==> config.mk <==
export PLATFORM = sky130hd
export DESIGN_NAME = lock_sequencer_flat
export DESIGN_NICKNAME = d
export VERILOG_FILES = /design/src/rtl/lock_pkg.sv /design/src/rtl/lock_sequencer_if.sv /design/src/rtl/lock_timer.sv /design/src/rtl/lock_sequencer.sv /design/src/flat_wrapper.sv
export SDC_FILE = /design/constraint.sdc
export NUM_CORES = 1
export LEC_CHECK = 0
export BUFFER_PORTS_ARGS = -buffer_cell sky130_fd_sc_hd__buf_2
export CAP_MARGIN = 15
export CELL_PAD_IN_SITES_DETAIL_PLACEMENT = 1
export CELL_PAD_IN_SITES_GLOBAL_PLACEMENT = 2
export CORE_UTILIZATION = 36
export DETAILED_ROUTE_END_ITERATION = 6
export GPL_ROUTABILITY_DRIVEN = 0
export PLACE_DENSITY_LB_ADDON = 0.3
export SYNTH_ARGS = -nofsm -noshare
export SYNTH_HDL_FRONTEND = slang
export SYNTH_HIERARCHICAL = 1
export SYNTH_SLANG_ARGS = --single-unit
export TNS_END_PERCENT = 100
==> constraint.sdc <==
create_clock -name clk -period 2.5 [get_ports clk]
set_input_delay 0.125 -clock clk [delete_from_list [all_inputs] [get_ports clk]]
set_output_delay 0.125 -clock clk [all_outputs]
set_load 0.03 [all_outputs]
==> src/rtl/lock_pkg.sv <==
`default_nettype none
// ============================================================================
//  Module      : lock_pkg
//  Description : Shared types and sizes for the keypad lock sequencer:
//                digit/code geometry, counter width, FSM state encoding and
//                a saturating increment helper.
//  Revision    : 1.0  initial release
// ============================================================================
package lock_pkg;

    localparam int DIGITS  = 4;                 // digits per code
    localparam int DIGIT_W = 4;                 // bits per digit
    localparam int CODE_W  = DIGITS * DIGIT_W;  // 16-bit code
    localparam int CNT_W   = 3;                 // digit_cnt / fail_cnt width

    typedef enum logic [2:0] {
        ST_IDLE   = 3'd0,
        ST_ENTRY  = 3'd1,
        ST_CHECK  = 3'd2,
        ST_OPEN   = 3'd3,
        ST_SET    = 3'd4,
        ST_LOCKED = 3'd5
    } state_t;

    // Increment that sticks at all-ones instead of wrapping.
    function automatic logic [CNT_W-1:0] sat_inc(input logic [CNT_W-1:0] v);
        return (v == '1) ? v : v + CNT_W'(1);
    endfunction

endpackage : lock_pkg
`default_nettype wire

==> src/rtl/lock_sequencer_if.sv <==
`default_nettype none
// ============================================================================
//  Module      : lock_sequencer_if
//  Description : Keypad / status bundle of the lock sequencer.
//                master : keypad side (drives strobes, reads status)
//                slave  : lock_sequencer side
//  Signals     : key_valid, key_digit[3:0], enter, set_mode  (keypad -> lock)
//                unlock, fail, locked, code_updated,
//                digit_cnt[2:0], fail_cnt[2:0]              (lock -> keypad)
//  Revision    : 1.0  initial release
// ============================================================================
interface lock_sequencer_if;
    import lock_pkg::*;

    logic               key_valid;
    logic [DIGIT_W-1:0] key_digit;
    logic               enter;
    logic               set_mode;

    logic               unlock;
    logic               fail;
    logic               locked;
    logic               code_updated;
    logic [CNT_W-1:0]   digit_cnt;
    logic [CNT_W-1:0]   fail_cnt;

    modport master (
        output key_valid, key_digit, enter, set_mode,
        input  unlock, fail, locked, code_updated, digit_cnt, fail_cnt
    );

    modport slave (
        input  key_valid, key_digit, enter, set_mode,
        output unlock, fail, locked, code_updated, digit_cnt, fail_cnt
    );

endinterface : lock_sequencer_if
`default_nettype wire

==> src/rtl/lock_timer.sv <==
`default_nettype none
// ============================================================================
//  Module      : lock_timer
//  Description : Loadable down-counter with a terminal flag. Shared by the
//                OPEN and LOCKED dwell periods of the lock sequencer.
//                Loading N-1 yields a flag on the Nth enabled cycle.
//  Ports       : clk        clock, rising edge
//                clr        asynchronous active-high reset
//                i_load     load i_load_val (wins over decrement)
//                i_load_val value to load
//                i_en       decrement while non-zero
//                o_done     counter has reached zero
//  Revision    : 1.0  initial release
// ============================================================================
module lock_timer #(
    parameter int W = 8
) (
    input  wire logic         clk,
    input  wire logic         clr,
    input  wire logic         i_load,
    input  wire logic [W-1:0] i_load_val,
    input  wire logic         i_en,
    output logic              o_done
);

    logic [W-1:0] r_cnt;

    always_ff @(posedge clk or posedge clr) begin
        if (clr) begin
            r_cnt <= '0;
        end else if (i_load) begin
            r_cnt <= i_load_val;
        end else if (i_en && (r_cnt != '0)) begin
            r_cnt <= r_cnt - W'(1);
        end
    end

    assign o_done = (r_cnt == '0);

endmodule : lock_timer
`default_nettype wire

==> src/rtl/lock_sequencer.sv <==
`default_nettype none
// ============================================================================
//  Module      : lock_sequencer
//  Description : Four-digit keypad lock. Digits are shifted into an entry
//                buffer; enter compares against the stored code. A match
//                opens the lock for OPEN_CYCLES cycles, during which set_mode
//                allows a new code to be programmed. Mismatches pulse fail
//                and are counted (saturating at 7).
//  Config      : LOCKOUT_EN - when defined, MAX_FAIL consecutive failures
//                enter a LOCK_CYCLES lockout with all inputs ignored.
//                Otherwise locked is tied low.
//  Ports       : clk   clock, rising edge
//                clr   asynchronous active-high reset
//                bus   lock_sequencer_if.slave (keypad strobes and status)
//  Revision    : 1.0  initial release
// ============================================================================
module lock_sequencer
    import lock_pkg::*;
#(
    parameter logic [CODE_W-1:0] DEFAULT_CODE = 16'h1234,
    parameter int                OPEN_CYCLES  = 8,
    parameter int                MAX_FAIL     = 3,
    parameter int                LOCK_CYCLES  = 16
) (
    input  wire logic          clk,
    input  wire logic          clr,
    lock_sequencer_if.slave    bus
);

`ifdef LOCKOUT_EN
    localparam bit c_LOCKOUT = 1'b1;
`else
    localparam bit c_LOCKOUT = 1'b0;
`endif

    localparam int c_TMR_MAX = (OPEN_CYCLES > LOCK_CYCLES) ? OPEN_CYCLES : LOCK_CYCLES;
    localparam int c_TMR_W   = $clog2(c_TMR_MAX + 1);

    state_t            r_state;
    logic [CODE_W-1:0] r_code;
    logic [CODE_W-1:0] r_buf;
    logic [CNT_W-1:0]  r_digit_cnt;
    logic [CNT_W-1:0]  r_fail_cnt;
    logic              r_unlock;
    logic              r_fail;
    logic              r_code_updated;
`ifdef LOCKOUT_EN
    logic              r_locked;
`endif

    logic               w_full;
    logic               w_match;
    logic [CNT_W-1:0]   w_fail_nxt;
    logic               w_lock_trip;
    logic               w_tmr_load;
    logic [c_TMR_W-1:0] w_tmr_val;
    logic               w_tmr_en;
    logic               w_tmr_done;

    assign w_full      = (r_digit_cnt == CNT_W'(DIGITS));
    assign w_match     = w_full && (r_buf == r_code);
    assign w_fail_nxt  = sat_inc(r_fail_cnt);
    assign w_lock_trip = c_LOCKOUT && (w_fail_nxt == CNT_W'(MAX_FAIL));

    // The timer is (re)loaded during the single CHECK cycle with whichever
    // dwell follows; it then counts in OPEN or LOCKED.
    assign w_tmr_load = (r_state == ST_CHECK);
    assign w_tmr_val  = w_match ? c_TMR_W'(OPEN_CYCLES - 1) : c_TMR_W'(LOCK_CYCLES - 1);
    assign w_tmr_en   = (r_state == ST_OPEN) || (r_state == ST_LOCKED);

    lock_timer #(
        .W (c_TMR_W)
    ) u_timer (
        .clk        (clk),
        .clr        (clr),
        .i_load     (w_tmr_load),
        .i_load_val (w_tmr_val),
        .i_en       (w_tmr_en),
        .o_done     (w_tmr_done)
    );

    always_ff @(posedge clk or posedge clr) begin
        if (clr) begin
            r_state        <= ST_IDLE;
            r_code         <= DEFAULT_CODE;
            r_buf          <= '0;
            r_digit_cnt    <= '0;
            r_fail_cnt     <= '0;
            r_unlock       <= 1'b0;
            r_fail         <= 1'b0;
            r_code_updated <= 1'b0;
`ifdef LOCKOUT_EN
            r_locked       <= 1'b0;
`endif
        end else begin
            r_fail         <= 1'b0;
            r_code_updated <= 1'b0;

            case (r_state)
                ST_IDLE, ST_ENTRY: begin
                    // enter outranks a coincident key_valid
                    if (bus.enter) begin
                        r_state <= ST_CHECK;
                    end else if (bus.key_valid && !w_full) begin
                        r_buf       <= {r_buf[CODE_W-DIGIT_W-1:0], bus.key_digit};
                        r_digit_cnt <= r_digit_cnt + CNT_W'(1);
                        r_state     <= ST_ENTRY;
                    end
                end

                ST_CHECK: begin
                    r_buf       <= '0;
                    r_digit_cnt <= '0;
                    if (w_match) begin
                        r_state    <= ST_OPEN;
                        r_unlock   <= 1'b1;
                        r_fail_cnt <= '0;
                    end else begin
                        r_fail     <= 1'b1;
                        r_fail_cnt <= w_fail_nxt;
                        if (w_lock_trip) begin
                            r_state <= ST_LOCKED;
`ifdef LOCKOUT_EN
                            r_locked <= 1'b1;
`endif
                        end else begin
                            r_state <= ST_IDLE;
                        end
                    end
                end

                ST_OPEN: begin
                    // A code-change request takes precedence over expiry.
                    if (bus.set_mode) begin
                        r_state  <= ST_SET;
                        r_unlock <= 1'b0;
                    end else if (w_tmr_done) begin
                        r_state  <= ST_IDLE;
                        r_unlock <= 1'b0;
                    end
                end

                ST_SET: begin
                    if (bus.enter) begin
                        // A short entry is silently abandoned.
                        if (w_full) begin
                            r_code         <= r_buf;
                            r_code_updated <= 1'b1;
                        end
                        r_buf       <= '0;
                        r_digit_cnt <= '0;
                        r_state     <= ST_IDLE;
                    end else if (bus.key_valid && !w_full) begin
                        r_buf       <= {r_buf[CODE_W-DIGIT_W-1:0], bus.key_digit};
                        r_digit_cnt <= r_digit_cnt + CNT_W'(1);
                    end
                end

`ifdef LOCKOUT_EN
                ST_LOCKED: begin
                    if (w_tmr_done) begin
                        r_state    <= ST_IDLE;
                        r_locked   <= 1'b0;
                        r_fail_cnt <= '0;
                    end
                end
`endif

                default: begin
                    r_state <= ST_IDLE;
                end
            endcase
        end
    end

    assign bus.unlock       = r_unlock;
    assign bus.fail         = r_fail;
    assign bus.code_updated = r_code_updated;
    assign bus.digit_cnt    = r_digit_cnt;
    assign bus.fail_cnt     = r_fail_cnt;
`ifdef LOCKOUT_EN
    assign bus.locked       = r_locked;
`else
    assign bus.locked       = 1'b0;
`endif

endmodule : lock_sequencer
`default_nettype wire

==> src/flat_wrapper.sv <==
// flat-port wrapper written by rule: the top's interface ports become plain ports
module lock_sequencer_flat import lock_pkg::*;
#(
    parameter logic [CODE_W-1:0] DEFAULT_CODE = 16'h1234,
    parameter int                OPEN_CYCLES  = 8,
    parameter int                MAX_FAIL     = 3,
    parameter int                LOCK_CYCLES  = 16
)
  (clk, clr, bus_key_valid, bus_key_digit, bus_enter, bus_set_mode, bus_unlock, bus_fail, bus_locked, bus_code_updated, bus_digit_cnt, bus_fail_cnt);
  lock_sequencer_if bus_i ();
  input  wire logic clk;
  input  wire logic clr;
  input wire logic [$bits(bus_i.key_valid)-1:0] bus_key_valid;
  input wire logic [$bits(bus_i.key_digit)-1:0] bus_key_digit;
  input wire logic [$bits(bus_i.enter)-1:0] bus_enter;
  input wire logic [$bits(bus_i.set_mode)-1:0] bus_set_mode;
  output wire logic [$bits(bus_i.unlock)-1:0] bus_unlock;
  output wire logic [$bits(bus_i.fail)-1:0] bus_fail;
  output wire logic [$bits(bus_i.locked)-1:0] bus_locked;
  output wire logic [$bits(bus_i.code_updated)-1:0] bus_code_updated;
  output wire logic [$bits(bus_i.digit_cnt)-1:0] bus_digit_cnt;
  output wire logic [$bits(bus_i.fail_cnt)-1:0] bus_fail_cnt;
  assign bus_i.key_valid = bus_key_valid;
  assign bus_i.key_digit = bus_key_digit;
  assign bus_i.enter = bus_enter;
  assign bus_i.set_mode = bus_set_mode;
  assign bus_unlock = bus_i.unlock;
  assign bus_fail = bus_i.fail;
  assign bus_locked = bus_i.locked;
  assign bus_code_updated = bus_i.code_updated;
  assign bus_digit_cnt = bus_i.digit_cnt;
  assign bus_fail_cnt = bus_i.fail_cnt;
  lock_sequencer #(.DEFAULT_CODE(DEFAULT_CODE), .OPEN_CYCLES(OPEN_CYCLES), .MAX_FAIL(MAX_FAIL), .LOCK_CYCLES(LOCK_CYCLES)) u_core (.clk(clk), .clr(clr), .bus(bus_i));
endmodule
After elaboration in Yosys (flattened, before gate mapping). Cells that the tools add are included.

Register bits: 49.

Add/sub/neg operators: 3. Equal/unequal tests: 14. Muxes and demuxes: 29. Reductions and logical operators: 17.

Operators by type and width (count): two-way mux 16 bit (3); case mux 16 bit (3 select lines) (1); two-way mux 3 bit (10); equality test 16 bit (1); equality test 3 bit, second input constant (4); case mux 3 bit (4 select lines) (1); two-way mux 5 bit (2); case mux 3 bit (3 select lines) (1); AND reduction 3 bit (3); two-way mux 1 bit (8); adder 3 x 1 -> 3 bit, second input constant (2); equality test 3 x 2 -> 1 bit, second input constant (2); zero test 5 bit (1); nonzero test 5 bit (1); subtractor 5 x 1 -> 5 bit, second input constant (1); two-way mux 4 bit (1); inequality test 2 x 1 -> 1 bit, second input constant (2); inequality test 2 bit, second input constant (2); AND reduction 2 bit (2); nonzero test 2 bit (2); equality test 3 x 1 -> 1 bit, second input constant (1); logical AND 1 bit (3); zero test 3 bit (1); inequality test 3 x 2 -> 1 bit, second input constant (1); 7 further kinds (7).

Longest topological paths before layout. Gate-level depths: netlist of run 1.

Depth in word-level cells: 6. Depth in mapped cells: 9. Gate-level depth less buffers: 7.

Cells and area by module. The synthesis of run 1 kept the hierarchy.

Modules (own cells, without submodules): lock_sequencer (instances 1, cells each 180, area each 2119.5 sq um, sequential area each 1107.3 sq um); lock_timer (instances 1, cells each 33, area each 302.8 sq um, sequential area each 125.1 sq um).

Worst setup path before layout of run 1. OpenSTA, ideal clock, no wires.

Path kind: flip-flop to flip-flop. From: register u_core.r_state[1]. To: register u_core.u_timer.r_cnt[3]. Data arrival time: 1875 ps. Path slack: 552 ps. Stages on the path, launching flop included: 6. Cells stage by stage: dfrtp_1 or2b_1 a21oi_1 or4b_1 or3_1 a21oi_2.

Longest elaborated chain between the ends: 4. Elaborated cells between the ends (all ways): 7.

Ends and longest elaborated chain: start, declared (line lock_sequencer.sv:39) `state_t r_state;`; start signal, assigned (line lock_sequencer.sv:84) `r_state <= ST_IDLE;`; start signal, assigned (line lock_sequencer.sv:103) `r_state <= ST_CHECK;`; start signal, assigned (line lock_sequencer.sv:107) `r_state <= ST_ENTRY;`; equality test 3 x 2 -> 1 bit / equality test 3 bit (equally long branches) (line lock_sequencer.sv:69) `assign w_tmr_en = (r_state == ST_OPEN) || (r_state == ST_LOCKED);`; logical OR 1 bit * (line lock_sequencer.sv:69); named net u_core.w_tmr_en (line lock_sequencer.sv:57) `logic w_tmr_en;`; logical AND 1 bit * (line lock_timer.sv:33) `end else if (i_en && (r_cnt != '0)) begin`; nonzero test 2 bit (no line) *; end signal, assigned (line lock_timer.sv:32) `r_cnt <= i_load_val;`; end signal, assigned (line lock_timer.sv:34) `r_cnt <= r_cnt - W'(1);`; end, declared (line lock_timer.sv:26) `logic [W-1:0] r_cnt;`.

Mark *: on every way through the listed nets, which the timed path passes. The rest lies on a longest branch. A chain may end at the register's enable or synchronous reset.

Worst setup path after layout of run 1. Same ends and word-level chain as after synthesis.

==> flow_metrics.env, run 1 <==
export IMPL_p_int_mw=1.57
export IMPL_layout_drive_gt1_share_pct=23.1
export IMPL_drc_errors=1
export IMPL_synth_top_cell_by_area="dfrtp_1"
export IMPL_switchingPower_mw=0.914
export IMPL_syn_inst=213
export IMPL_combPwrFrac_pct=31.0
export IMPL_fmax_mhz=460
export IMPL_min_period_ns=2.17
export IMPL_hold_path_depth=3
export IMPL_slowest_stage="or4b_1"
export IMPL_die_w_um=84.0
export IMPL_clock_sink_count=49
export IMPL_antenna_found_initial=0
export IMPL_vias=1585
export IMPL_clk_path_buf_depth=2
export IMPL_synthFlopType="dfrtp_1"
export IMPL_rows=29
export IMPL_fin_skew_ns=0.0115
export IMPL_synth_edf_count=0
export IMPL_portBuffers=17
export IMPL_synth_simple_area_share_pct=14.4
export IMPL_ir_drop_v=0.000357
export IMPL_grt_usage_pct=14.8
export IMPL_final_nets=251
export IMPL_post_place_ws_ns=0.345
export IMPL_worst_slew_pin_slew_ns=0.913
export IMPL_failed_checks="design-rule violations"
export IMPL_overflow=0
export IMPL_synth_mux_area_share_pct=14.9
export IMPL_crit_start="u_core/r_state[1]"
export IMPL_dieHeight_um=84.0
export IMPL_post_cts_buffers=0
export IMPL_viasPerCell=5.03
export IMPL_hp_start="bus_key_digit[1]"
export IMPL_swShare_pct=36.8
export IMPL_finalCritPeriodShare_pct=87.0
export IMPL_synth_top_family_by_area="multiplexers"
export IMPL_end_kind="flop"
export IMPL_crit_required_ns=2.75
export IMPL_min_to="u_core/r_buf[1]"
export IMPL_dp_hpwl_um=3200
export IMPL_yosysWarnings=6
export IMPL_insertion_delay_ns=0.31
export IMPL_first_pass_iters=6
export IMPL_io_pins=19
export IMPL_finalMaxSlewViolations=0
export IMPL_crit_fanout=9
export IMPL_routed_wl_um=4630
export IMPL_drt_antenna_violating_nets=0
export IMPL_seqPwrFrac_pct=44.8
export IMPL_path_class="reg2reg"
export IMPL_synth_fa_ha_area_share_pct=2.58
export IMPL_powerDensity_nw_per_um2=917
export IMPL_whs_ns=0.0558
export IMPL_crit_arrival_ns=2.42
export IMPL_setup_viol=0
export IMPL_first_global_vias=1660
export IMPL_synth_commonest_cells="dfrtp_1 (44), nor2_1 (22), mux2i_1 (17), xor2_1 (17), mux2_2 (14)"
export IMPL_dieArea_um2=7060
export IMPL_async_reset_ff_share_pct=100
export IMPL_cts_resized=0
export IMPL_grt_pass1_wl_um=8110
export IMPL_min_path_type="in2reg"
export IMPL_rsz0062_at_grt="false"
export IMPL_cts_root_buf="clkbuf_8"
export IMPL_regToRegStartpoint="u_core/r_state[1]"
export IMPL_r2r_slack_ns=0.33
export IMPL_yosys_cell_types_count=45
export IMPL_maxCapViolCount=0
export IMPL_total_power_mw=2.48
export IMPL_start_util_pct=37.7
export IMPL_cpPeakStageDelay_ns=0.49
export IMPL_coreArea_um2=6420
export IMPL_final_cell_area_um2=2710
export IMPL_antennaDiodeCount=0
export IMPL_grt_start_max_net_pins=45
export IMPL_p_leak_nw=1.43
export IMPL_cp_top_family="simple AND/OR/NAND/NOR gates"
export IMPL_placed_cell_area_um2=2580
export IMPL_drt_iter0_drc=51
export IMPL_synth_seq_cells=49
export IMPL_fin_tns_setup_ns=0
export IMPL_rr_worst_depth=5
export IMPL_routedWlPerCell_um=14.7
export IMPL_mappedNetlistArea_um2=2420
export IMPL_cts_htree_levels=2
export IMPL_synth_compound_area_share_pct=6.30
export IMPL_power_frac_clock_pct=24.2
export IMPL_cp_num_buf_inv=0
export IMPL_cts_tree="done"
export IMPL_synth_area_top_cells="dfrtp_1 (45%), mux2i_1 (7.0%), mux2_2 (6.5%)"
export IMPL_yosysMostFrequentCell="dfrtp_1"
export IMPL_cts_made_buffers=5
export IMPL_setup_ws_ns=0.325
export IMPL_syn_area_per_cell_um2=11.4
export IMPL_startpoint_type="flop"
export IMPL_clk_transition_reported_paths_ns=0.10
export IMPL_ys_seq_area_share_pct=50.9
export IMPL_synth_xor_area_share_pct=6.51
export IMPL_synth_top_area_share_pct=45.5
export IMPL_area_delta_synth_final_pct=11.8
export IMPL_worstPathCellList="or2b_1 -> a21oi_1 -> or4b_1 -> or3_1 -> a21oi_2"
export IMPL_relSlewSlack_pct=39.1
export IMPL_outcome="finished with violations"
export IMPL_r2r_end="u_core/u_timer/r_cnt[3]"
export IMPL_hold_violations=0
==> cell type report <==
type | count | area (um^2)
Fill cell | 722 | 3710
Tap cell | 77 | 96.3
Clock inverter | 3 | 50.0
Timing Repair Buffer | 22 | 125
Multi-Input combinational cell | 150 | 1100
Inverter | 9 | 33.8
Sequential cell | 49 | 1230
Clock buffer | 5 | 68.8
==> through the flow <==
step / utilization, % / instances
floorplan: - / 216
global placement: 40.2 / 306
detailed placement: 40.2 / 306
CTS: 42.2 / 315
global route: 42.2 / 315
finish: 42.2 / 315
==> worst max-delay path by stage <==
stage,end,slack [ns],cells past startpoint
floorplan,u_core/u_timer/r_cnt[3],0.55,5
global placement,u_core/u_timer/r_cnt[3],0.39,5
detailed placement,u_core/u_timer/r_cnt[3],0.35,5
CTS,u_core/u_timer/r_cnt[3],0.32,5
global route,u_core/u_timer/r_cnt[3],0.17,5
finish,u_core/u_timer/r_cnt[3],0.33,5
==> timing repair <==
| action | 4_1_cts | 5_1_grt |
|---|---|---|
| endpoints found under the hold margin | 5 | 0 |
| hold buffers | 1 | 0 |
| endpoints found under the setup margin | 0 | 0 |
==> metal layers <==
layer,vias up,wire length [um],global-route usage [%]
li1,776,-,-
met1,789,2290,19.3
met2,16,2200,24.1
met3,4,92,3.86
met4,0,41,4.23
met5,-,0,0
==> placed cells by master, fill, tap and decap left out, types with 3 or more instances in the layout <==
cell      instances
clkbuf_8          5
mux2i_1          17
nor2_1           22
ha_1              5
nor3_1            5
buf_2            17
buf_4             4
nor2b_1           5
inv_1             8
nor4_1            3
mux2_2           14
o21ai_0           5
conb_1            5
dfstp_2           5
xor2_1           17
a21oi_1           8
mux2_1            3
or3_1             4
nand2_1           6
nand3_1           3
dfrtp_1          44
==> kinds of logic (layout without fill, tap and decap cells) <==
group	count (synthesis)	in the layout
AND/OR/NAND/NOR	64	64
XOR/XNOR	18	18
other	2	5
AO/OA/AOI/OAI	24	24
flip-flops	49	49
buffers and inverters	17	39
multiplexers	34	34
adder cells (fa/ha/maj)	5	5
==> power groups by stage <==
stage / clock [mW] / combinational [mW] / sequential [mW]
detailed placement: 0 / 0.783 / 1.13
CTS: 0.626 / 0.788 / 1.12
global route: 0.666 / 0.879 / 1.14
floorplan: 0 / 0.508 / 1.19
finish: 0.601 / 0.769 / 1.11
global placement: 0 / 0.769 / 1.13
==> tightest hold or removal path: cells and delay by family <==
kind                   cells  cell delay [ns]
buffers and inverters      1             0.07
AND/OR/NAND/NOR            1             0.07
multiplexers               1             0.05
==> state kept, by name, summed over array words and instances (netlist names) <==
register,cells
u_core/bus.code_updated,1
u_core/bus.digit_cnt,3
u_core/bus.fail,1
u_core/bus.fail_cnt,3
u_core/bus.unlock,1
u_core/r_buf,16
u_core/r_code,16
u_core/r_state,3
u_core/u_timer/r_cnt,5
No activity file was read; power rests on OpenSTA's default activity.
==> run 2, diff against run 1 <==
Settings changed: PLACE_DENSITY set to 0.84, PLACE_DENSITY_LB_ADDON 0.3 to not set, RECOVER_POWER set to 25, SLEW_MARGIN set to 20.
==> run 2 against run 1 <==
- sequential cell count unchanged
- utilization fell by 0.53 points
- count of clock-buffer cells in the layout did not move
- global-route usage grew 0.52 points
- the flow finishes with violations (max-capacitance violations, max-slew violations)
- first-iteration DRC count unchanged
- critical path depth is the same
- maximum frequency is 0.57% lower
- die area is the same
- power down 4.4%
- cell area fell by 1.2%
- wire length rose by 4.0%
- hold slack worse by 0.012 ns
==> flow_metrics.env, run 2 (synthesis results as in run 1) <==
export IMPL_outcome="finished with violations"
export IMPL_failed_checks="max-capacitance violations, max-slew violations"
export IMPL_coreArea_um2=6420
export IMPL_p_leak_nw=1.39
export IMPL_first_global_vias=1746
export IMPL_r2r_slack_ns=0.31
export IMPL_finalMaxSlewViolations=45
export IMPL_path_class="reg2reg"
export IMPL_placed_cell_area_um2=2580
export IMPL_regToRegStartpoint="u_core/r_state[1]"
export IMPL_clk_path_buf_depth=2
export IMPL_grt_usage_pct=15.3
export IMPL_portBuffers=17
export IMPL_final_cell_area_um2=2680
export IMPL_cp_top_family="simple AND/OR/NAND/NOR gates"
export IMPL_finalCritPeriodShare_pct=87.5
export IMPL_min_path_type="in2reg"
export IMPL_largestRegisters="u_core/r_buf x16, u_core/r_code x16, u_core/u_timer/r_cnt x5"
export IMPL_area_delta_synth_final_pct=10.4
export IMPL_hold_path_depth=3
export IMPL_rows=29
export IMPL_io_pins=19
export IMPL_ir_drop_v=0.000315
export IMPL_final_nets=251
export IMPL_cts_htree_levels=2
export IMPL_switchingPower_mw=0.921
export IMPL_r2r_end="u_core/u_timer/r_cnt[3]"
export IMPL_clk_transition_reported_paths_ns=0.10
export IMPL_slowest_stage="dfrtp_1"
export IMPL_rsz0062_at_grt="false"
export IMPL_total_power_mw=2.38
export IMPL_cpPeakStageDelay_ns=0.51
export IMPL_grt_start_max_net_pins=45
export IMPL_rr_worst_depth=5
export IMPL_drt_iter0_drc=51
export IMPL_antenna_found_initial=0
export IMPL_cp_num_buf_inv=0
export IMPL_hold_violations=0
export IMPL_crit_arrival_ns=2.44
export IMPL_seqPwrFrac_pct=46.8
export IMPL_drc_errors=0
export IMPL_crit_required_ns=2.75
export IMPL_dieArea_um2=7060
export IMPL_worstPathCellList="or2b_1 -> a21oi_1 -> or4b_1 -> or3_1 -> a21oi_2"
export IMPL_cts_made_buffers=5
export IMPL_p_int_mw=1.45
export IMPL_whs_ns=0.0437
export IMPL_grt_pass1_wl_um=8400
export IMPL_worst_slew_pin_slew_ns=1.70
export IMPL_vias=1581
export IMPL_swShare_pct=38.8
export IMPL_maxCapViolCount=1
export IMPL_crit_fanout=9
export IMPL_layout_drive_gt1_share_pct=18.5
export IMPL_cts_root_buf="clkbuf_8"
export IMPL_first_pass_iters=4
export IMPL_final_cell_mix="dfrtp_1 (44), nor2_1 (22), xor2_1 (17), mux2i_1 (17), mux2_2 (14)"
export IMPL_relSlewSlack_pct=-13.4
export IMPL_end_kind="flop"
export IMPL_overflow=0
export IMPL_combPwrFrac_pct=31.7
export IMPL_setup_viol=0
export IMPL_drt_antenna_violating_nets=0
export IMPL_antennaDiodeCount=0
export IMPL_clock_sink_count=49
export IMPL_start_util_pct=37.7
export IMPL_fin_tns_setup_ns=0
export IMPL_hp_start="bus_key_digit[0]"
export IMPL_final_common_cell="dfrtp_1"
export IMPL_dieHeight_um=84.0
export IMPL_cts_tree="done"
export IMPL_fmax_mhz=457
export IMPL_powerDensity_nw_per_um2=888
export IMPL_dp_hpwl_um=3260
export IMPL_routed_wl_um=4810
export IMPL_insertion_delay_ns=0.31
export IMPL_power_frac_clock_pct=21.5
export IMPL_routedWlPerCell_um=15.3
export IMPL_fin_skew_ns=0.00816
export IMPL_min_to="u_core/r_buf[0]"
export IMPL_viasPerCell=5.02
export IMPL_min_period_ns=2.19
export IMPL_startpoint_type="flop"
export IMPL_die_w_um=84.0
[run 2: changes by cell type in the layout (fill, tap and decap cells not counted)]
| cell | previous run | this run |
|---|---|---|
| inv_2 | 1 | 0 |
| clkbuf_1 | 0 | 10 |
| inv_1 | 8 | 9 |
| bufinv_16 | 1 | 0 |
| inv_6 | 0 | 1 |
| buf_2 | 17 | 7 |
[run 2: worst max path at each step]
stage	startpoint	endpoint	slack [ns]	cells past startpoint
after floorplan	u_core/r_state[1]	u_core/u_timer/r_cnt[3]	0.55	5
after global placement	u_core/r_state[1]	u_core/u_timer/r_cnt[3]	0.46	5
after detailed placement	u_core/r_state[1]	u_core/u_timer/r_cnt[3]	0.36	5
after CTS	u_core/r_state[1]	u_core/u_timer/r_cnt[3]	0.31	5
after global routing	u_core/r_state[1]	u_core/u_timer/r_cnt[3]	0.13	5
final	u_core/r_state[1]	u_core/u_timer/r_cnt[3]	0.31	5
[run 2: tightest hold or removal path: stages]
cell and delay [ns]:
buf_2 0.07, mux2i_1 0.05, nor2_1 0.08
[run 2: per-layer routing]
layer	part of all wire [%]	track usage, %
met1	46	19.1
met2	48	25.3
met3	2.7	2.67
met5	0	0
met4	2.6	7.84
[run 2: layout make-up]
cell class                 count  area, um^2
multi-input combinational    150        1100
timing repair buffer          22         113
sequential                    49        1230
tap                           77        96.3
clock buffer                   5        68.8
inverter                       9        33.8
fill                         715        3750
clock inverter                 3        28.8
[run 2: timing repair]
item / 4_1_cts / 5_1_grt
resized for setup: 0 / 0
endpoints found under the setup margin: 0 / 0
endpoints found under the hold margin: 5 / 0
buffers inserted: 0 / 0
hold buffers: 1 / 0
[run 2: power by group through the flow]
stage               clock (mW)  combinational [mW]  sequential (mW)
finish                   0.510               0.753             1.11
global route             0.561               0.856             1.14
CTS                      0.537               0.782             1.11
detailed placement           0               0.778             1.13
global placement             0               0.754             1.12
floorplan                    0               0.508             1.19
[run 2: metrics by stage]
step	std cells	setup slack, ns	utilization [%]
global route	315	0.126	41.7
finish	315	0.313	41.7
floorplan	216	0.552	-
CTS	315	0.314	41.8
detailed placement	306	0.362	40.2
global placement	306	0.458	40.2
==> run 3, diff against run 2 <==
Settings changed: PLACE_DENSITY 0.84 to 0.87.
Clock period 2.5 ns to 1.8 ns, I/O delays scaled along.
==> run 3 against run 2 <==
- the run ends with design-rule violations left
- sequential cell count stayed put
- hold slack lost 0.026 ns
- clock skew is 0.0012 ns lower
- maximum frequency increased by 22%
- utilization grew 4.9 points
- worst setup slack lost 0.30 ns
- non-clock buffer count up 22
- sequential power increased by 39%
- power grew 55%
- count of clock-buffer cells in the layout unchanged
- first-iteration DRC count shrank 9.8%
- cell count grew 7.0%
- largest cell class unchanged
==> flow_metrics.env, run 3 (synthesis results as in run 1) <==
export IMPL_crit_required_ns=2.04
export IMPL_area_delta_synth_final_pct=23.3
export IMPL_cts_htree_levels=2
export IMPL_dp_hpwl_um=3190
export IMPL_drt_iter0_drc=46
export IMPL_dieArea_um2=7060
export IMPL_rsz0062_at_grt="true"
export IMPL_end_kind="flop"
export IMPL_cts_made_buffers=5
export IMPL_instances_no_fill=337
export IMPL_fin_tns_setup_ns=0
export IMPL_outcome="finished with violations"
export IMPL_powerDensity_nw_per_um2=1230
export IMPL_hold_violations=0
export IMPL_grt_usage_pct=14.6
export IMPL_cts_root_buf="clkbuf_8"
export IMPL_crit_arrival_ns=2.02
export IMPL_grt_pass1_wl_um=8000
export IMPL_path_class="reg2reg"
export IMPL_cpPeakStageDelay_ns=0.47
export IMPL_cp_num_buf_inv=0
export IMPL_portBuffers=17
export IMPL_first_pass_iters=6
export IMPL_min_period_ns=1.79
export IMPL_setup_viol=0
export IMPL_overflow=0
export IMPL_cp_common_cell="a21oi_2"
export IMPL_crit_fanout=3
export IMPL_first_global_vias=1690
export IMPL_routed_wl_um=4780
export IMPL_io_pins=19
export IMPL_cp_top_family="simple AND/OR/NAND/NOR gates"
export IMPL_die_w_um=84.0
export IMPL_coreArea_um2=6420
export IMPL_vias=1689
export IMPL_clock_sink_count=49
export IMPL_cts_tree="done"
export IMPL_dieHeight_um=84.0
export IMPL_largestRegisters="u_core/r_buf x16, u_core/r_code x16, u_core/u_timer/r_cnt x5"
export IMPL_maxCapViolCount=0
export IMPL_antenna_found_initial=0
export IMPL_final_common_cell="dfrtp_1"
export IMPL_p_leak_nw=1.55
export IMPL_dp_cells=316
export IMPL_rows=29
export IMPL_final_nets=273
export IMPL_startpoint_type="flop"
export IMPL_finalCritPeriodShare_pct=99.2
export IMPL_clk_transition_reported_paths_ns=0.10
export IMPL_slowest_stage="or4b_4"
export IMPL_drc_errors=1
export IMPL_antennaDiodeCount=0
export IMPL_relSlewSlack_pct=27.2
export IMPL_routedWlPerCell_um=14.2
export IMPL_failed_checks="design-rule violations"
export IMPL_final_cell_mix="dfrtp_1 (42), nor2_1 (21), buf_4 (21)"
export IMPL_finalMaxSlewViolations=0
export IMPL_viasPerCell=5.01
export IMPL_clk_path_buf_depth=2
export IMPL_fmax_mhz=560
export IMPL_drt_antenna_violating_nets=0
export IMPL_worstPathCellList="or2b_1 -> a21oi_2 -> or4b_4 -> or3_4 -> a21oi_2"
export IMPL_min_path_type="in2reg"
export IMPL_fin_skew_ns=0.00701
export IMPL_ir_drop_v=0.000543
export IMPL_grt_start_max_net_pins=45
export IMPL_layout_drive_gt1_share_pct=34.2
export IMPL_insertion_delay_ns=0.31
export IMPL_start_util_pct=37.7
export IMPL_worst_slew_pin_slew_ns=1.09
-- run 3: final timing paths --
check	from	slack, ns	cells past startpoint	to
worst min register to register	u_core/r_code[15]	0.52	1	u_core/r_code[15]
min in group asynchronous	clr	0.22	3	u_core/u_timer/r_cnt[2]
worst max-delay path	u_core/r_state[2]	0.01	5	u_core/u_timer/r_cnt[3]
max in group asynchronous	clr	0.40	4	u_core/bus.digit_cnt[1]
worst min-delay path	bus_key_digit[2]	0.02	3	u_core/r_buf[2]
worst max register to register	u_core/r_state[2]	0.01	5	u_core/u_timer/r_cnt[3]
-- run 3: worst register-to-register path, cell delays in order (launching register included) --
cell	delay [ns]
dfrtp_1	0.40
or2b_1	0.25
a21oi_2	0.14
or4b_4	0.47
or3_4	0.34
a21oi_2	0.11
-- run 3: final cells by class --
| type | instances | area (um^2) |
|---|---|---|
| fillers | 699 | 3430 |
| flip-flops and latches | 49 | 1230 |
| multi-input cells | 150 | 1170 |
| repair buffers | 44 | 333 |
| well taps | 77 | 96.3 |
| clock buffers | 5 | 68.8 |
| clock inverters | 3 | 47.5 |
| inverters | 9 | 36.3 |
-- run 3: what timing repair did --
item,in CTS,in global routing
endpoints found under the hold margin,44,0
hold buffers,1,0
endpoints found under the setup margin,3,22
setup buffers,4,7
gates cloned,0,1
resized for setup,2,10
pin swaps,1,7
-- run 3: metal layers --
layer	GRT usage (%)	part of all wire [%]
met1	18.5	46
met5	0	0
met4	5.64	1.5
met2	24.2	50
met3	3.36	2.6
-- run 3: per-stage QoR --
stage	hold slack, ns	util, %	cell area (um^2)	setup WS, ns	power [mW]
2_1_floorplan	-0.131	-	2470	-0.0636	2.39
5_1_grt	0.0164	46.5	2990	-0.0650	3.95
3_3_place_gp	0.0149	42.2	2710	0.00499	2.72
4_1_cts	0.00689	44.8	2880	0.000778	3.63
3_5_place_dp	0.0157	42.2	2710	-0.0148	2.76
6_report	0.0179	46.5	2990	0.0143	3.68
-- run 3: report_power, final --
group	internal [mW]	switching (mW)	leakage [nW]
clock	0.424	0.397	0.0591
sequential	1.32	0.221	0.629
combinational	0.609	0.707	0.865
